--- src/rtl/sprite_pkg.sv ---
// Shared definitions for the sprite ROM arbiter.
//   REQ_*       requester indices into req/gnt/rvalid
//   NUM_REQ     number of pixel-fetch requesters
//   pixel_t     RGB888 pixel
//   TRANSP_KEY  colour that marks a transparent pixel
//   rd_tag_t    one return-pipe entry {valid, one-hot requester tag}
//   next_ptr()  round-robin pointer successor with wrap
package sprite_pkg;

    localparam int REQ_FIREBOY   = 0;
    localparam int REQ_WATERGIRL = 1;
    localparam int REQ_WALL      = 2;
    localparam int NUM_REQ       = 3;

    typedef logic [23:0] pixel_t;

    localparam pixel_t TRANSP_KEY = 24'h800080;

    typedef struct packed {
        logic               v;
        logic [NUM_REQ-1:0] tag;
    } rd_tag_t;

    function automatic int next_ptr(input int winner, input int n);
        return (winner >= n - 1) ? 0 : winner + 1;
    endfunction

endpackage

--- src/rtl/sprite_rom_arbiter_rr_arbiter.sv ---
// Round-robin request selector, purely combinational.
//   req     in   NUM_REQ  request vector
//   rr_ptr  in   PTR_W    index searched first
//   gnt     out  NUM_REQ  one-hot winner, zero when no request
//   winner  out  PTR_W    index of the winner, 0 when no request
module rr_arbiter #(
    parameter int NUM_REQ = 3,
    parameter int PTR_W   = 2
) (
    input  logic [NUM_REQ-1:0] req,
    input  logic [PTR_W-1:0]   rr_ptr,
    output logic [NUM_REQ-1:0] gnt,
    output logic [PTR_W-1:0]   winner
);

    logic found;
    int   idx;

    // Walk the requesters starting at rr_ptr; the first set bit wins.
    always_comb begin
        gnt    = '0;
        winner = '0;
        found  = 1'b0;
        idx    = 0;
        for (int k = 0; k < NUM_REQ; k++) begin
            idx = int'(rr_ptr) + k;
            if (idx >= NUM_REQ) begin
                idx = idx - NUM_REQ;
            end
            if (!found && req[idx]) begin
                gnt[idx] = 1'b1;
                winner   = PTR_W'(idx);
                found    = 1'b1;
            end
        end
    end

endmodule

--- src/rtl/sprite_rom_arbiter.sv ---
// Shares one synchronous-read sprite memory between the per-pixel fetch
// units, with round-robin arbitration and a tagged fixed-latency return.
//   Clk        in   1               system clock
//   Reset      in   1               asynchronous active-high reset
//   req        in   NUM_REQ         per-requester read request (level)
//   req_addr   in   NUM_REQ*ADDR_W  per-requester address, slice i = [i*ADDR_W +: ADDR_W]
//   gnt        out  NUM_REQ         one-hot grant, same cycle as the accepted request
//   mem_rd     out  1               memory read strobe
//   mem_addr   out  ADDR_W          memory address of the granted requester
//   mem_rdata  in   DATA_W          memory data, RD_LAT cycles after mem_rd
//   rvalid     out  NUM_REQ         one-hot return strobe
//   rdata      out  DATA_W          returned pixel, holds when rvalid=0
//   rtransp    out  1               returned pixel equals TRANSP_KEY
module sprite_rom_arbiter #(
    parameter int                 NUM_REQ    = 3,
    parameter int                 ADDR_W     = 14,
    parameter int                 DATA_W     = 24,
    parameter int                 RD_LAT     = 1,
    parameter logic [DATA_W-1:0]  TRANSP_KEY = 24'h800080
) (
    input  logic                        Clk,
    input  logic                        Reset,
    input  logic [NUM_REQ-1:0]          req,
    input  logic [NUM_REQ*ADDR_W-1:0]   req_addr,
    output logic [NUM_REQ-1:0]          gnt,
    output logic                        mem_rd,
    output logic [ADDR_W-1:0]           mem_addr,
    input  logic [DATA_W-1:0]           mem_rdata,
    output logic [NUM_REQ-1:0]          rvalid,
    output logic [DATA_W-1:0]           rdata,
    output logic                        rtransp
);

    import sprite_pkg::*;

    localparam int PTR_W = (NUM_REQ > 1) ? $clog2(NUM_REQ) : 1;

    logic [PTR_W-1:0]               rr_ptr;
    logic [NUM_REQ-1:0]             arb_gnt;
    logic [PTR_W-1:0]               winner;
    logic [RD_LAT-1:0]              pipe_v;
    logic [RD_LAT-1:0][NUM_REQ-1:0] pipe_tag;
    logic                           tail_v;
    logic [NUM_REQ-1:0]             tail_tag;

    rr_arbiter #(
        .NUM_REQ (NUM_REQ),
        .PTR_W   (PTR_W)
    ) u_rr_arbiter (
        .req     (req),
        .rr_ptr  (rr_ptr),
        .gnt     (arb_gnt),
        .winner  (winner)
    );

    // No grant may escape while the block is held in reset, otherwise a
    // requester would consider its transfer done and never re-issue.
    assign gnt    = Reset ? '0 : arb_gnt;
    assign mem_rd = |gnt;

    always_comb begin
        mem_addr = '0;
        for (int i = 0; i < NUM_REQ; i++) begin
            if (gnt[i]) begin
                mem_addr = req_addr[i*ADDR_W +: ADDR_W];
            end
        end
    end

    always_ff @(posedge Clk or posedge Reset) begin
        if (Reset) begin
            rr_ptr <= '0;
        end else if (mem_rd) begin
            rr_ptr <= PTR_W'(next_ptr(int'(winner), NUM_REQ));
        end
    end

    // Return pipe runs in lockstep with the memory read latency, so the
    // tail entry lines up with mem_rdata of the same read.
    always_ff @(posedge Clk or posedge Reset) begin
        if (Reset) begin
            pipe_v   <= '0;
            pipe_tag <= '0;
        end else begin
            pipe_v[0]   <= mem_rd;
            pipe_tag[0] <= gnt;
            for (int s = 1; s < RD_LAT; s++) begin
                pipe_v[s]   <= pipe_v[s-1];
                pipe_tag[s] <= pipe_tag[s-1];
            end
        end
    end

    assign tail_v   = pipe_v[RD_LAT-1];
    assign tail_tag = pipe_tag[RD_LAT-1];

    always_ff @(posedge Clk or posedge Reset) begin
        if (Reset) begin
            rvalid  <= '0;
            rdata   <= '0;
            rtransp <= 1'b0;
        end else begin
            rvalid  <= tail_v ? tail_tag : '0;
            rtransp <= tail_v && (mem_rdata == TRANSP_KEY);
            if (tail_v) begin
                rdata <= mem_rdata;
            end
        end
    end

endmodule

--- config.mk ---
export PLATFORM = sky130hd
export DESIGN_NAME = sprite_rom_arbiter
export DESIGN_NICKNAME = d
export VERILOG_FILES = /design/src/rtl/sprite_pkg.sv /design/src/rtl/sprite_rom_arbiter_rr_arbiter.sv /design/src/rtl/sprite_rom_arbiter.sv
export SDC_FILE = /design/constraint.sdc
export NUM_CORES = 1
export LEC_CHECK = 0
export CAP_MARGIN = 20
export CELL_PAD_IN_SITES_DETAIL_PLACEMENT = 0
export CELL_PAD_IN_SITES_GLOBAL_PLACEMENT = 1
export CORE_MARGIN = 4
export CORE_UTILIZATION = 29
export DETAILED_ROUTE_END_ITERATION = 12
export PLACE_DENSITY_LB_ADDON = 0.1
export SLEW_MARGIN = 20
export SYNTH_ARGS = -nofsm -noshare
export SYNTH_HDL_FRONTEND = slang
export SYNTH_SLANG_ARGS = --single-unit
--- constraint.sdc ---
create_clock -name Clk -period 7.05 [get_ports Clk]
set_input_delay 1.0575 -clock Clk [delete_from_list [all_inputs] [get_ports Clk]]
set_output_delay 1.0575 -clock Clk [all_outputs]
set_load 0.01 [all_outputs]
== After elaboration in Yosys (flattened, before gate mapping) ==
Index checks and enable logic that the tools add are counted.

* Add/subtract/negate cells: 6
* Magnitude comparators: 10
* Equality and inequality tests: 1
* Mux-type cells: 32
* Bitwise gates (word level): 2
* Reductions and logical operators: 9

{| class="wikitable"
|+ Operator list
! kind !! number
|-
| $ge A32 B1 Y1 const B || 3
|-
| $lt A32 B4 Y1 const B || 3
|-
| $mux W32 || 3
|-
| $ge A32 B3 Y1 const B || 2
|-
| $sub A32 B3 Y32 const B || 2
|-
| $mux W14 || 3
|-
| $eq A24 B24 Y1 const B || 1
|-
| $mux W3 || 5
|-
| $mux W1 || 11
|-
| $mux W2 || 4
|-
| $bmux W1 S2 || 3
|-
| $demux W1 S2 || 3
|-
| $logic_and A1 B1 Y1 || 6
|-
| $or A3 B3 Y3 || 2
|-
| $ge A2 B2 Y1 const B || 2
|-
| $add A2 B1 Y3 const B || 1
|-
| $add A2 B2 Y3 const B || 1
|-
| $reduce_or A3 Y1 || 1
|-
| $sub A2 B2 Y3 const B || 1
|-
| $add A2 B1 Y2 const B || 1
|-
| $logic_not A1 Y1 || 2
|}

* Register bits: 34
* Output and inout bits: 46
* Logic and storage cells: 66

== Depth between registers and ports, before layout ==
* Depth after elaboration: 16
* Gate-level depth with buffers: 10

== Hierarchy ==
From an unflattened synthesis, not the netlist that was laid out.

* Cells, all modules: 187
* Area total of the unflattened synthesis: 2005.7 um^2

{| class="wikitable"
|+ Modules (own cells, without submodules)
! module !! instances !! cells an instance !! area an instance (um^2) !! seq. area each (um^2)
|-
| sprite_rom_arbiter || 1 || 135 || 1672.9 || 850.8
|-
| rr_arbiter || 1 || 52 || 332.8 || 0.0
|}

== Worst setup path after synthesis ==
OpenSTA, ideal clock, no wires.

* Kind: input port to output port
* Start: input port req[0]
* End: output port mem_addr[10]
* Arrival time: 2.623 ns
* Required time: 5.992 ns
* Path slack: 3.369 ns
* Cell stages on the path: 8
* Buffers on the path: 2
* Cell sequence: buf_4 mux2i_1 a2111oi_4 nand2_1 a31o_2 and4bb_4 buf_6 a221o_1

* Cells in the longest elaborated chain, start to end: 14

{| class="wikitable"
|+ RTL lines
! element !! line !! text
|-
| start: declaration || sprite_rom_arbiter.sv:23 || <nowiki>input logic [NUM_REQ-1:0] req,</nowiki>
|-
| $bmux W1 S2 || sprite_rom_arbiter_rr_arbiter.sv:30 || <nowiki>if (!found && req[idx]) begin</nowiki>
|-
| $mux W1 (implied by the code) (2 in a row) || sprite_rom_arbiter_rr_arbiter.sv:30 ||
|-
| $mux W1 || sprite_rom_arbiter_rr_arbiter.sv:30 ||
|-
| $logic_not A1 Y1 || sprite_rom_arbiter_rr_arbiter.sv:30 ||
|-
| $logic_and A1 B1 Y1 || sprite_rom_arbiter_rr_arbiter.sv:30 ||
|-
| $mux W1 || sprite_rom_arbiter_rr_arbiter.sv:30 ||
|-
| $logic_not A1 Y1 || sprite_rom_arbiter_rr_arbiter.sv:30 ||
|-
| $logic_and A1 B1 Y1 || sprite_rom_arbiter_rr_arbiter.sv:30 ||
|-
| $mux W3 (*) || sprite_rom_arbiter_rr_arbiter.sv:30 ||
|-
| $mux W3 (*) || sprite_rom_arbiter.sv:58 || <nowiki>assign gnt = Reset ? '0 : arb_gnt;</nowiki>
|-
| $mux W14 (2 in a row) || sprite_rom_arbiter.sv:64 || <nowiki>if (gnt[i]) begin</nowiki>
|-
| $mux W14 (*) || sprite_rom_arbiter.sv:64 ||
|-
| end: declaration || sprite_rom_arbiter.sv:27 || <nowiki>output logic [ADDR_W-1:0] mem_addr,</nowiki>
|}

Mark *: on every way between the ends. The rest lies on a longest branch, timed or not. The select of a mux whose other input is x is not followed.

== Worst setup path after layout ==
* Start: input port req[2]
* End: output port mem_addr[1]

The elaborated chain is that of the path after synthesis.

==> summary.md <==
| Metric | Value |
|---|---|
| Outcome | `finished clean` |
| Number of global-route vias before repair | `1713` |
| Cts repair resizes | `0` |
| GRT overflow | `0` |
| Die Span X | `89.8 µm` |
| Crit path DAT | `4.30 ns` |
| Placer Congestion | `0.734` |
| P_leak | `1.26 nW` |
| Period utilisation layout | `76.0%` |
| Hpwl dp | `4360 µm` |
| Setup crit start kind | `input pin` |
| EDFF count, synth | `0` |
| Layout Area Growth over Synthesis | `65.5%` |
| Initial Utilization | `30.2%` |
| Worst-path fanout max | `17` |
| Share of synthesized registers carrying an async set or reset | `100%` |
| DR DRC count | `0` |
| Vias | `1772` |
| Met1 Wirelength | `2400 µm` |
| Max-slew violation total from the final report | `0` |
| Worst-skew pair later-pin latency | `0.28 ns` |
| Final antenna-violating net count | `0` |
| Skew final | `0.00181 ns` |
| CTS clock-pin slew for the worst setup and hold paths | `0.06 ns` |
| Nets | `357` |
| Share of cells above drive strength 1 | `12.8%` |
| HP Class | `flop to flop` |
| ANT cells | `0` |
| Synth Register Bits | `34` |
| DRT Pass-1 Iters | `4` |
| Hold buffers post-CTS | `0` |
| Total Routing Usage GR | `13.6%` |
| Synth Warn # | `0` |
| Routed WL | `5560 µm` |
| Detail Route met3 WL | `260 µm` |
| Largest net degree at the start of global routing | `35` |
| Core Box Area | `6420 µm²` |
| Commonest non-fill, non-tap cell in the layout | `clkdlybuf4s50_1` |
| Htree depth | `2` |
| Total CTS buffers | `5` |
| Antenna violations before repair | `0` |
| Setup_tns | `0 ns` |
| Topmost layer with routed signal wires | `met4` |
| Max_cap viols | `0` |
| Maximum VDD drop | `0.158 mV` |
| Crit path capture type | `output pin` |
| Root buf cell | `clkbuf_8` |
| RSZ-0062 raised after global routing | `no` |
| Sequential area share after synthesis | `43.9%` |
| Row Count | `29` |
| First-pass GRT wire length | `8960 µm` |
| DR WL met2 | `2770 µm` |
| I/O Buffers | `116` |
| Pwr Density | `387 nW/µm²` |
| Yosys top cell area share | `43.9%` |
| Clock buffer depth | `2` |
| Final setup viols | `0` |
| Die Area | `8060 µm²` |
| Data required time of the critical path | `5.99 ns` |
| Total chip power | `1.24 mW` |
| Slew @ Worst Pin | `1.02 ns` |
| Mapped Cells | `170` |
| Area contributors post-synth | `dfrtp_1 44%, mux2_2 14%, a221o_1 7.2%` |
| Setup Buffers After CTS | `0` |
| Worst slew margin | `31.9%` |
| Hold Violations, Final | `0` |
| Fmax | `187 MHz` |
| Minimum clock period | `5.36 ns` |
| Crit Path Category | `input pin to output pin` |
| Sink Count | `34` |
| IO Count | `117` |
| CTS tree | `done` |
| WL/cell | `15.5 µm` |
| Prevailing post-synth register cell | `dfrtp_1` |
| Vias/cell | `4.94` |
| Cell taking the most area after synthesis | `dfrtp_1` |
| Library cells used by synthesis | `42` |
| Syn_nets | `245` |
| Die height | `89.8 µm` |
| DR iter-0 viols | `58` |
| Syn Area/Cell | `11.4 µm²` |
| Mapped Area | `1940 µm²` |
| Most frequent cells in the layout | `116 x clkdlybuf4s50_1, 34 x dfrtp_1, 24 x mux2_2` |
-- through the flow --
stage                     util, %  hold slack [ns]  setup WS [ns]  instances  instance area [µm²]
final                        50.0            0.459           1.69        359                 3210
after CTS                    50.0            0.460           1.70        359                 3210
after detailed placement     48.8            0.445           1.72        352                 3130
after global placement       48.8            0.442           1.71        352                 3130
after floorplan                 -            0.434           3.37        170                 1940
after global routing         50.0            0.474           1.42        359                 3210
-- cell usage after synthesis (all sizes together) (2+ instances only) --
| cell | count |
|---|---|
| mux2 | 24 |
| o21ai | 8 |
| and3 | 2 |
| ha | 4 |
| mux2i | 6 |
| and2 | 17 |
| a221o | 14 |
| inv | 4 |
| o22ai | 2 |
| nor3 | 3 |
| buf | 10 |
| nor3b | 2 |
| dfrtp | 34 |
| nor4 | 4 |
| nor2b | 3 |
| nand3 | 2 |
| nor2 | 7 |
| nand3b | 4 |
| nand2 | 2 |
| clkbuf | 2 |
-- path summary, 6_finish.rpt --
check	endpoint	cells past startpoint	start	slack (ns)
setup / recovery	mem_addr[1]	8	req[2]	1.69
hold / removal	rvalid[1]	1	pipe_tag[1]	0.46
setup reg to reg	rr_ptr[0]	8	rr_ptr[0]	4.43
hold reg to reg	rvalid[1]	1	pipe_tag[1]	0.46
max in group asynchronous	rdata[0]	3	Reset	5.38
min in group asynchronous	pipe_tag[1]	3	Reset	1.36
-- sequential cells by signal (all words and copies together), names as in the netlist --
signal	flops
rdata	24
pipe_tag	3
rvalid	3
rr_ptr	2
pipe_v	1
rtransp	1
-- power breakdown --
group,leakage (nW),switching [mW],total [mW],internal (mW)
clock network,0.0383,0.0624,0.130,0.0679
logic,0.806,0.316,0.765,0.450
registers,0.413,0.0614,0.346,0.284
-- critical path, cell delays in order --
cell and delay [ns]:
clkdlybuf4s50_1 0.71, mux2i_1 0.17, o21ai_1 0.28, a22oi_1 0.17, nor3_2 0.67, nor3_2 0.31
a221o_1 0.42, clkdlybuf4s50_1 0.50
-- layer usage --
layer | up-vias | global-route usage [%]
met5 | - | 0
li1 | 850 | -
met3 | 12 | 3.34
met4 | 0 | 5.11
met1 | 850 | 16.9
met2 | 60 | 22.7
-- logic make-up (layout without fill, tap and decap cells) --
group / count (synthesis) / count (layout) / share of synthesized area, %
AOI/OAI and AO/OA: 34 / 34 / 14.8
xor gates and xnor gates: 1 / 1 / 0.452
adders and majority gates: 4 / 4 / 2.58
buffers and inverters: 16 / 128 / 4.45
DFF: 34 / 34 / 43.9
muxes: 30 / 30 / 17.0
and+or+nand+nor: 51 / 51 / 16.7
-- layout make-up --
| class | count | area, µm² |
|---|---|---|
| Clock buffer | 7 | 76.3 |
| Sequential cell | 34 | 851 |
| Tap cell | 77 | 96.3 |
| Timing Repair Buffer | 117 | 1170 |
| Fill cell | 570 | 3210 |
| Multi-Input combinational cell | 120 | 1000 |
| Inverter | 4 | 15.0 |
Note: power is estimated with default switching activity, not from simulation.
